==> src/rtl/fm_core_scheduler.sv <==
// Round-robin scheduler time-multiplexing one fixed-latency FMCore among NUM_CH requesters.
// Define FM_SCHED_STATS_EN to add saturating per-channel grant and stall counters.
module fm_core_scheduler #(
  parameter int unsigned NUM_CH       = 4,
  parameter int unsigned DATA_W       = 32,
  parameter int unsigned CORE_LATENCY = 1,
  parameter int unsigned OUT_DEPTH    = 4
) (
  input  logic                      clock,
  input  logic                      reset,
  input  logic                      cfg_enable,
  input  logic [NUM_CH-1:0]         req_valid,
  output logic [NUM_CH-1:0]         req_ready,
  input  logic [NUM_CH*DATA_W-1:0]  req_data,
  output logic [DATA_W-1:0]         core_in_value,
  input  logic [DATA_W-1:0]         core_out_value,
  output logic                      resp_valid,
  input  logic                      resp_ready,
  output logic [$clog2(NUM_CH)-1:0] resp_ch,
  output logic [DATA_W-1:0]         resp_data,
  output logic                      busy
`ifdef FM_SCHED_STATS_EN
  ,
  output logic [NUM_CH*16-1:0]      stat_grants,
  output logic [15:0]               stat_stall
`endif
);

  localparam int unsigned ChW  = $clog2(NUM_CH);
  localparam int unsigned CntW = $clog2(OUT_DEPTH + 1);
  localparam int unsigned PtrW = (OUT_DEPTH > 1) ? $clog2(OUT_DEPTH) : 1;
  localparam int unsigned InfW = $clog2(CORE_LATENCY + 2);

  typedef enum logic [1:0] {StIdle, StRun, StDrain} state_e;

  state_e state_q, state_d;
  logic [ChW-1:0] rr_q, rr_d;
  logic [DATA_W-1:0] core_in_q;

  // Stage 0 is aligned with core_in_value, stage CORE_LATENCY with core_out_value.
  logic [CORE_LATENCY:0] tag_vld_q;
  logic [ChW-1:0]        tag_ch_q [CORE_LATENCY+1];

  logic [ChW-1:0]    mem_ch_q   [OUT_DEPTH];
  logic [DATA_W-1:0] mem_data_q [OUT_DEPTH];
  logic [PtrW-1:0]   wr_ptr_q, wr_ptr_d, rd_ptr_q, rd_ptr_d;
  logic [CntW-1:0]   fifo_cnt_q, fifo_cnt_d;

  logic [InfW-1:0] inflight;
  logic [31:0]     occ;
  logic            credit_ok;
  logic            found;
  logic [ChW-1:0]  win;
  logic            grant;
  logic            push, pop;

  function automatic logic [PtrW-1:0] ptr_inc(logic [PtrW-1:0] p);
    return (p == PtrW'(OUT_DEPTH - 1)) ? '0 : p + 1'b1;
  endfunction

  // Every issued sample owns a FIFO slot until popped, so pushes can never hit a full FIFO.
  always_comb begin
    inflight = '0;
    for (int unsigned i = 0; i <= CORE_LATENCY; i++) begin
      inflight = inflight + InfW'(tag_vld_q[i]);
    end
    occ       = 32'(fifo_cnt_q) + 32'(inflight);
    credit_ok = occ < OUT_DEPTH;
  end

  always_comb begin
    int unsigned idx;
    found = 1'b0;
    win   = '0;
    for (int unsigned k = 0; k < NUM_CH; k++) begin
      idx = (32'(rr_q) + k) % NUM_CH;
      if (!found && req_valid[idx]) begin
        found = 1'b1;
        win   = ChW'(idx);
      end
    end
  end

  assign grant     = (state_q == StRun) && credit_ok && found;
  assign req_ready = grant ? (NUM_CH'(1) << win) : '0;

  always_comb begin
    rr_d = rr_q;
    if (grant) begin
      rr_d = (win == ChW'(NUM_CH - 1)) ? '0 : win + 1'b1;
    end
  end

  always_comb begin
    state_d = state_q;
    unique case (state_q)
      StIdle:  if (cfg_enable) state_d = StRun;
      StRun:   if (!cfg_enable) state_d = StDrain;
      StDrain: begin
        if (cfg_enable) begin
          state_d = StRun;
        end else if (inflight == '0 && fifo_cnt_q == '0) begin
          state_d = StIdle;
        end
      end
      default: state_d = StIdle;
    endcase
  end

  always_ff @(posedge clock or negedge reset) begin
    if (!reset) begin
      state_q   <= StIdle;
      rr_q      <= '0;
      core_in_q <= '0;
      tag_vld_q <= '0;
      for (int unsigned i = 0; i <= CORE_LATENCY; i++) begin
        tag_ch_q[i] <= '0;
      end
    end else begin
      state_q   <= state_d;
      rr_q      <= rr_d;
      core_in_q <= grant ? req_data[32'(win) * DATA_W +: DATA_W] : '0;
      tag_vld_q <= {tag_vld_q[CORE_LATENCY-1:0], grant};
      tag_ch_q[0] <= win;
      for (int unsigned i = 1; i <= CORE_LATENCY; i++) begin
        tag_ch_q[i] <= tag_ch_q[i-1];
      end
    end
  end

  assign push = tag_vld_q[CORE_LATENCY];
  assign pop  = resp_valid && resp_ready;

  always_comb begin
    wr_ptr_d   = push ? ptr_inc(wr_ptr_q) : wr_ptr_q;
    rd_ptr_d   = pop ? ptr_inc(rd_ptr_q) : rd_ptr_q;
    fifo_cnt_d = fifo_cnt_q;
    if (push && !pop) begin
      fifo_cnt_d = fifo_cnt_q + 1'b1;
    end else if (!push && pop) begin
      fifo_cnt_d = fifo_cnt_q - 1'b1;
    end
  end

  always_ff @(posedge clock or negedge reset) begin
    if (!reset) begin
      wr_ptr_q   <= '0;
      rd_ptr_q   <= '0;
      fifo_cnt_q <= '0;
      for (int unsigned i = 0; i < OUT_DEPTH; i++) begin
        mem_ch_q[i]   <= '0;
        mem_data_q[i] <= '0;
      end
    end else begin
      wr_ptr_q   <= wr_ptr_d;
      rd_ptr_q   <= rd_ptr_d;
      fifo_cnt_q <= fifo_cnt_d;
      if (push) begin
        mem_ch_q[wr_ptr_q]   <= tag_ch_q[CORE_LATENCY];
        mem_data_q[wr_ptr_q] <= core_out_value;
      end
    end
  end

  assign core_in_value = core_in_q;
  assign resp_valid    = fifo_cnt_q != '0;
  assign resp_ch       = resp_valid ? mem_ch_q[rd_ptr_q] : '0;
  assign resp_data     = resp_valid ? mem_data_q[rd_ptr_q] : '0;
  assign busy          = state_q != StIdle;

`ifdef FM_SCHED_STATS_EN
  logic [15:0] grant_cnt_q [NUM_CH];
  logic [15:0] stall_cnt_q;
  logic        stall;

  assign stall = (state_q == StRun) && (|req_valid) && !credit_ok;

  always_ff @(posedge clock or negedge reset) begin
    if (!reset) begin
      stall_cnt_q <= '0;
      for (int unsigned i = 0; i < NUM_CH; i++) begin
        grant_cnt_q[i] <= '0;
      end
    end else begin
      if (stall && stall_cnt_q != 16'hFFFF) begin
        stall_cnt_q <= stall_cnt_q + 16'd1;
      end
      for (int unsigned i = 0; i < NUM_CH; i++) begin
        if (grant && win == ChW'(i) && grant_cnt_q[i] != 16'hFFFF) begin
          grant_cnt_q[i] <= grant_cnt_q[i] + 16'd1;
        end
      end
    end
  end

  always_comb begin
    stat_grants = '0;
    for (int unsigned i = 0; i < NUM_CH; i++) begin
      stat_grants[i*16 +: 16] = grant_cnt_q[i];
    end
  end
  assign stat_stall = stall_cnt_q;
`endif

endmodule

==> config.mk <==
export PLATFORM = sky130hd
export DESIGN_NAME = fm_core_scheduler
export DESIGN_NICKNAME = d
export VERILOG_FILES = /design/src/rtl/fm_core_scheduler.sv
export SDC_FILE = /design/constraint.sdc
export NUM_CORES = 1
export LEC_CHECK = 0
export CORE_MARGIN = 10
export CORE_UTILIZATION = 50
export DETAILED_ROUTE_END_ITERATION = 8
export DONT_BUFFER_PORTS = 1
export HOLD_SLACK_MARGIN = 0.05
export PLACE_DENSITY_LB_ADDON = 0.05
export SKIP_LAST_GASP = 1
export SLEW_MARGIN = 20
export SYNTH_ARGS = -nofsm -noshare
export SYNTH_HDL_FRONTEND = slang
export SYNTH_SLANG_ARGS = --single-unit
==> constraint.sdc <==
create_clock -name clock -period 2.2 [get_ports clock]
set_clock_uncertainty 0.05 [all_clocks]
set_input_delay 0.11 -clock clock [delete_from_list [all_inputs] [get_ports clock]]
set_output_delay 0.11 -clock clock [all_outputs]
set_load 0.03 [all_outputs]
# == Yosys cells after proc, flatten, opt, wreduce, memory -nomap -nowiden ==
# Index checks and enable logic that the tools add are counted.
# word_totals
reg_bits,185
word_cells,111
# classes
add_sub_neg,10
order_cmp,8
n_eq_ne,8
shifts,2
n_mux,42
bitwise_logic,2
n_reduce_logical,22
# ops
cell,count
2-to-1 mux 32 bit,5
bitwise mux 128 bit,1
indexed part select 128 x 8 -> 32 bit,1
binary-select mux 32 bit (select 2 bit),1
demux 32 bit (select 2 bit),1
2-to-1 mux 2 bit,15
less-than comparator 2 x 3 -> 1 bit (second input constant),4
logical AND 1 bit,10
adder 2 x 1 -> 2 bit (second input constant),4
binary-select mux 1 bit (select 2 bit),4
bitwise mux 8 bit,1
equality test 2 bit (second input constant),4
2-to-1 mux 1 bit,8
>= comparator 3 bit (second input constant),2
2-to-1 mux 3 bit,2
inverter 2 -> 3 bit,2
case mux 2 bit (3 select lines),1
logical NOT 1 bit,5
adder 2 bit (second input constant),2
adder 3 x 2 -> 4 bit,1
binary-select mux 2 bit (select 2 bit),1
demux 2 bit (select 2 bit),1
logical NOT 2 bit,2
less-than comparator 4 x 3 -> 1 bit (second input constant),1
13 further kinds,15

# == Depth between registers and ports, before layout ==
# depth
depth_word,14
mapped_depth,10
mapped_depth_nobuf,9

# == Worst setup path after synthesis ==
# OpenSTA, ideal clock, no wires.
# synth_path
path_kind,reg-to-reg
start,register tag_vld_q[0]
end,register core_in_q[1] (netlist: core_in_value[1])
setup_time_ns,0.082
arrival_time_ns,2.143
required_ns,2.068
slack_ns,-0.075
stages_incl_launch_ff,8
path_buffers,1
cell_sequence,dfrtp_1 -> ha_1 -> ha_1 -> or4b_4 -> a311oi_4 -> nand2_2 -> buf_2 -> o22ai_1
# synth_via
elab_chain_len,6
# synth_lines
item,line_no,rtl
from (decl),41,logic [CORE_LATENCY:0] tag_vld_q;
from (signal assigned),123,"tag_vld_q <= {tag_vld_q[CORE_LATENCY-1:0], grant};"
adder 1 x 1 -> 2 bit,65,inflight = inflight + InfW'(tag_vld_q[i]);
adder 3 x 2 -> 4 bit,67,occ = 32'(fifo_cnt_q) + 32'(inflight);
less-than comparator 4 x 3 -> 1 bit,68,credit_ok = occ < OUT_DEPTH;
logical AND 1 bit (2 in series),84,assign grant = (state_q == StRun) && credit_ok && found;
via grant,54,logic grant;
2-to-1 mux 32 bit,122,core_in_q <= grant ? req_data[32'(win) * DATA_W +: DATA_W] : '0;
to (signal assigned),122,
to (decl),38,logic [DATA_W-1:0] core_in_q;
# The timed path passes the listed nets, and every way through them passes these cells.
# A chain may end at the register's enable or synchronous reset.

# == Worst setup path in the final report ==
# layout_path
start,register rr_q[1]
end,output req_ready[0]
# layout_via
elab_chain_len,14
# layout_lines
item,line_no,rtl
from (decl),37,"logic [ChW-1:0] rr_q, rr_d;"
from (signal assigned),121,rr_q <= rr_d;
"parallel branches: the longest is 11 deep, another holds adder 2 x 1 -> 2 bit",--,
2-to-1 mux 2 bit (*),77,if (!found && req_valid[idx]) begin
via win[0],53,logic [ChW-1:0] win;
<< shifter 1 x 2 -> 4 bit (*),85,assign req_ready = grant ? (NUM_CH'(1) << win) : '0;
2-to-1 mux 4 bit (*),85,
to (decl),13,"output logic [NUM_CH-1:0] req_ready,"
# Mark *: on every way through the listed nets, which the timed path passes. The select of a mux whose other input is x is not followed.

==> reports/results.md <==
• result of the run: finished, violations left
• violated checks: negative hold slack, negative setup slack
• Design Power: 18420 µW
• routed len/inst: 26.84 µm
• hold-fix buffer count after cts: 166
• number of storage elements in the synthesis netlist: 185
• clock tree from TritonCTS: yes
• Commonest cells post-synth: 185 x dfrtp_1, 139 x mux2_2, 66 x mux2i_1, 38 x and2_1, 34 x mux4_2
• final estimated routing congestion in global placement: 0.8056
• Worst Path Required: 2.04 ns
• Post-Synthesis Mean Instance Area: 14.58 µm²
• Syn. warnings: 0
• most used flip-flop cell after synthesis: dfrtp_1
• RSZ-0062 raised after global routing: true
• total overflow reported by the global router: 0
• Tightest Pin Transition: 0.5319 ns
• Starting Density: 0.5069
• TritonCTS buffer count: 17
• Worst Hold Margin: -0.6786 ns
• power per cell area: 1493 nW/µm²
• min cycle time layout: 2.636 ns
• final net count: 996
• via count of the first global-routing pass: 7028
• count of distinct cell types in the synthesized netlist: 32
• filler instances: 1150
• Cell Count Post-Placement: 839
• Post-Synthesis Cell Area: 8707 µm²
• maxcap violations: 0
• Multi-input gate area: 4172 µm²
• Max Clock Freq: 379.4 MHz
• data arrival time at the worst-slack endpoint: 2.48 ns
• maximum buffer depth of the clock tree: 2
• Reg-to-Reg Start: tag_vld_q[0]$_DFF_PN0_
• Final Cycle Share: 1.198
• IO buf count: 0
• antenna violation net count after detailed routing: 0
• worst hold path class: input pin to asynchronous set/reset pin
• area of the die: 23090 µm²
• final core occ: 0.7182
• CP Launch Point: rr_q[1]$_DFFE_PN0P_
• Seq/Total Area, Yosys: 0.5317
• cell type with the highest aggregate area in the netlist: dfrtp_1
• dominant cells by area after synthesis: dfrtp_1 53%, mux2_2 18%, mux4_2 8.8%, mux2i_1 7.6%, and2_1 2.7%
• nature of the critical path startpoint: register
• Max VDD drop: 1.198 mV
• H-tree depth reported by CTS: 4
• DRC violation count after routing: 0
• final cell count without fillers: 1060
• antenna violations before repair: 8
• maximum number of pins on one net before global-route repair: 186
• classification of the worst setup path: register to output port
• most frequent cell after synthesis: dfrtp_1
• via count of the routed design: 6210
• Pre-Repair DR Iteration Count: 4
• initial DRC count: 277
• post-synth net total: 779
• root cell of the clock tree: clkbuf_16
• Routed WL: 28450 µm
• chip width: 152.0 µm
• total of endpoints with negative setup slack in the final report: 37
• clock latency reported for the late side of the worst-skew pair: 0.43 ns
• number of enable flip-flop cells after synthesis: 0
• area share of the largest cell type after synthesis: 0.5317
• die outline height: 152.0 µm
• proportion of layout cells with a drive suffix above 1: 0.3990
• CTS clock-pin slew for the worst setup and hold paths: 0.07 ns
• global-route wire length before repair: 42550 µm
• maximum net fanout on the critical path: 8
• Detailed Place HPWL: 14740 µm
• average vias per placed instance: 5.858
• total track usage: 0.2361
• area growth from synthesis to layout: 41.69%
• final hold violations: 185
• type of destination of the critical path: output port
• core area: 17180 µm²
• Lkg Pwr: 0.005350 µW
• total clock sinks: 185
• Slew HR: 0.6421
• floorplan row count: 48
• post-synthesis cell count: 597
• setup ws final: -0.4357 ns
• number of top-level design ports: 240
• area taken by flip-flops and latches: 4634 µm²
• fraction of registers with async set or reset after synthesis: 1.000
• pins over their slew limit: 0
• post-route setup TNS: -7.065 ns
-- power breakdown --
| group | switching, µW | internal, µW |
|---|---|---|
| Sequential | 1190 | 4950 |
| Clock | 1370 | 1950 |
| Combinational | 4250 | 4730 |
-- repair_timing --
item | CTS | global route
setup buffers | 5 | 2
setup endpoints to repair | 66 | 46
gates cloned | 6 | 3
pin swaps | 17 | 2
resized for setup | 57 | 12
endpoints found under the hold margin | 351 | 185
-- state kept, by name, summed over array words and instances (netlist names) --
signal and cells:
tag_ch_q 4, core_in_value 32, wr_ptr_q 2, state_q 2, mem_ch_q 8, rr_q 2, mem_data_q 128, fifo_cnt_q 3
tag_vld_q 2, rd_ptr_q 2
-- per-stage QoR --
| stage | worst slack (ns) | area, µm² |
|---|---|---|
| 2_1_floorplan | 0.01522 | 8726 |
| 3_3_place_gp | -0.03479 | 9397 |
| 3_5_place_dp | -0.07099 | 9397 |
| 4_1_cts | -0.3769 | 12190 |
| 5_1_grt | -0.4259 | 12340 |
| 6_report | -0.4357 | 12340 |
-- cell families (layout without fill, tap and decap cells) --
kind of cell / after synthesis / count (layout) / share of synthesized area
multiplexers: 239 / 239 / 0.3436
other: 0 / 8 / 0
buffers and inverters: 49 / 279 / 0.02400
flip-flops: 185 / 185 / 0.5317
XOR/XNOR: 3 / 3 / 0.003018
adder cells (fa/ha/maj): 14 / 14 / 0.02098
AND/OR/NAND/NOR: 58 / 58 / 0.03966
AO/OA/AOI/OAI: 49 / 49 / 0.03707
-- cells in the final DEF, fill, tap and decap left out, types with 6 or more instances in the layout --
| cell type | netlist | routed |
|---|---|---|
| dfrtp_1 | 185 | 183 |
| dlygate4sd3_1 | 0 | 166 |
| mux2_2 | 139 | 138 |
| mux2i_1 | 66 | 66 |
| buf_4 | 2 | 41 |
| mux4_2 | 34 | 34 |
| and2_1 | 38 | 30 |
| o22ai_2 | 0 | 29 |
| clkbuf_16 | 0 | 20 |
| ha_1 | 13 | 11 |
| inv_1 | 10 | 10 |
| buf_12 | 0 | 10 |
| buf_6 | 0 | 9 |
| diode_2 | 0 | 8 |
| and2_4 | 0 | 8 |
| a21oi_1 | 7 | 7 |
| buf_16 | 0 | 6 |
-- critical path, stage by stage, from the launching register on --
cell      delay, ns
dfrtp_1        0.50
mux2i_1        0.24
nor2_1         0.06
a211oi_1       0.40
inv_1          0.25
ha_1           0.30
and2_4         0.15
buf_6          0.13
-- path summary, 6_finish.rpt --
path	slack (ns)	cells after the start	end
max	-0.44	7	req_ready[0]
min	-0.68	0	mem_data_q[83]$_DFFE_PN0P_
max reg2reg	-0.22	9	core_in_value[3]$_DFF_PN0_
min reg2reg	0.31	0	tag_ch_q[0]$_DFF_PN0_
max in group asynchronous	2.53	0	mem_data_q[49]$_DFFE_PN0P_
min in group clock	0.14	3	tag_ch_q[2]$_DFF_PN0_
-- layout make-up --
class | count | share of cell area
Clock inverter | 13 | 0.01542
Tap cell | 225 | 0.02282
Multi-Input combinational cell | 363 | 0.3381
Antenna cell | 8 | 0.001623
Timing Repair Buffer | 237 | 0.2074
Inverter | 10 | 0.003043
Clock buffer | 19 | 0.03590
Sequential cell | 185 | 0.3757
-- metal layers --
metal,track usage,vias to the layer above,part of all wire
met1,0.2743,3226,0.38
li1,-,2646,-
met5,0,-,0
met2,0.4055,261,0.53
met3,0.05532,77,0.055
met4,0.1077,0,0.036
Note: power is estimated with default switching activity, not from simulation.
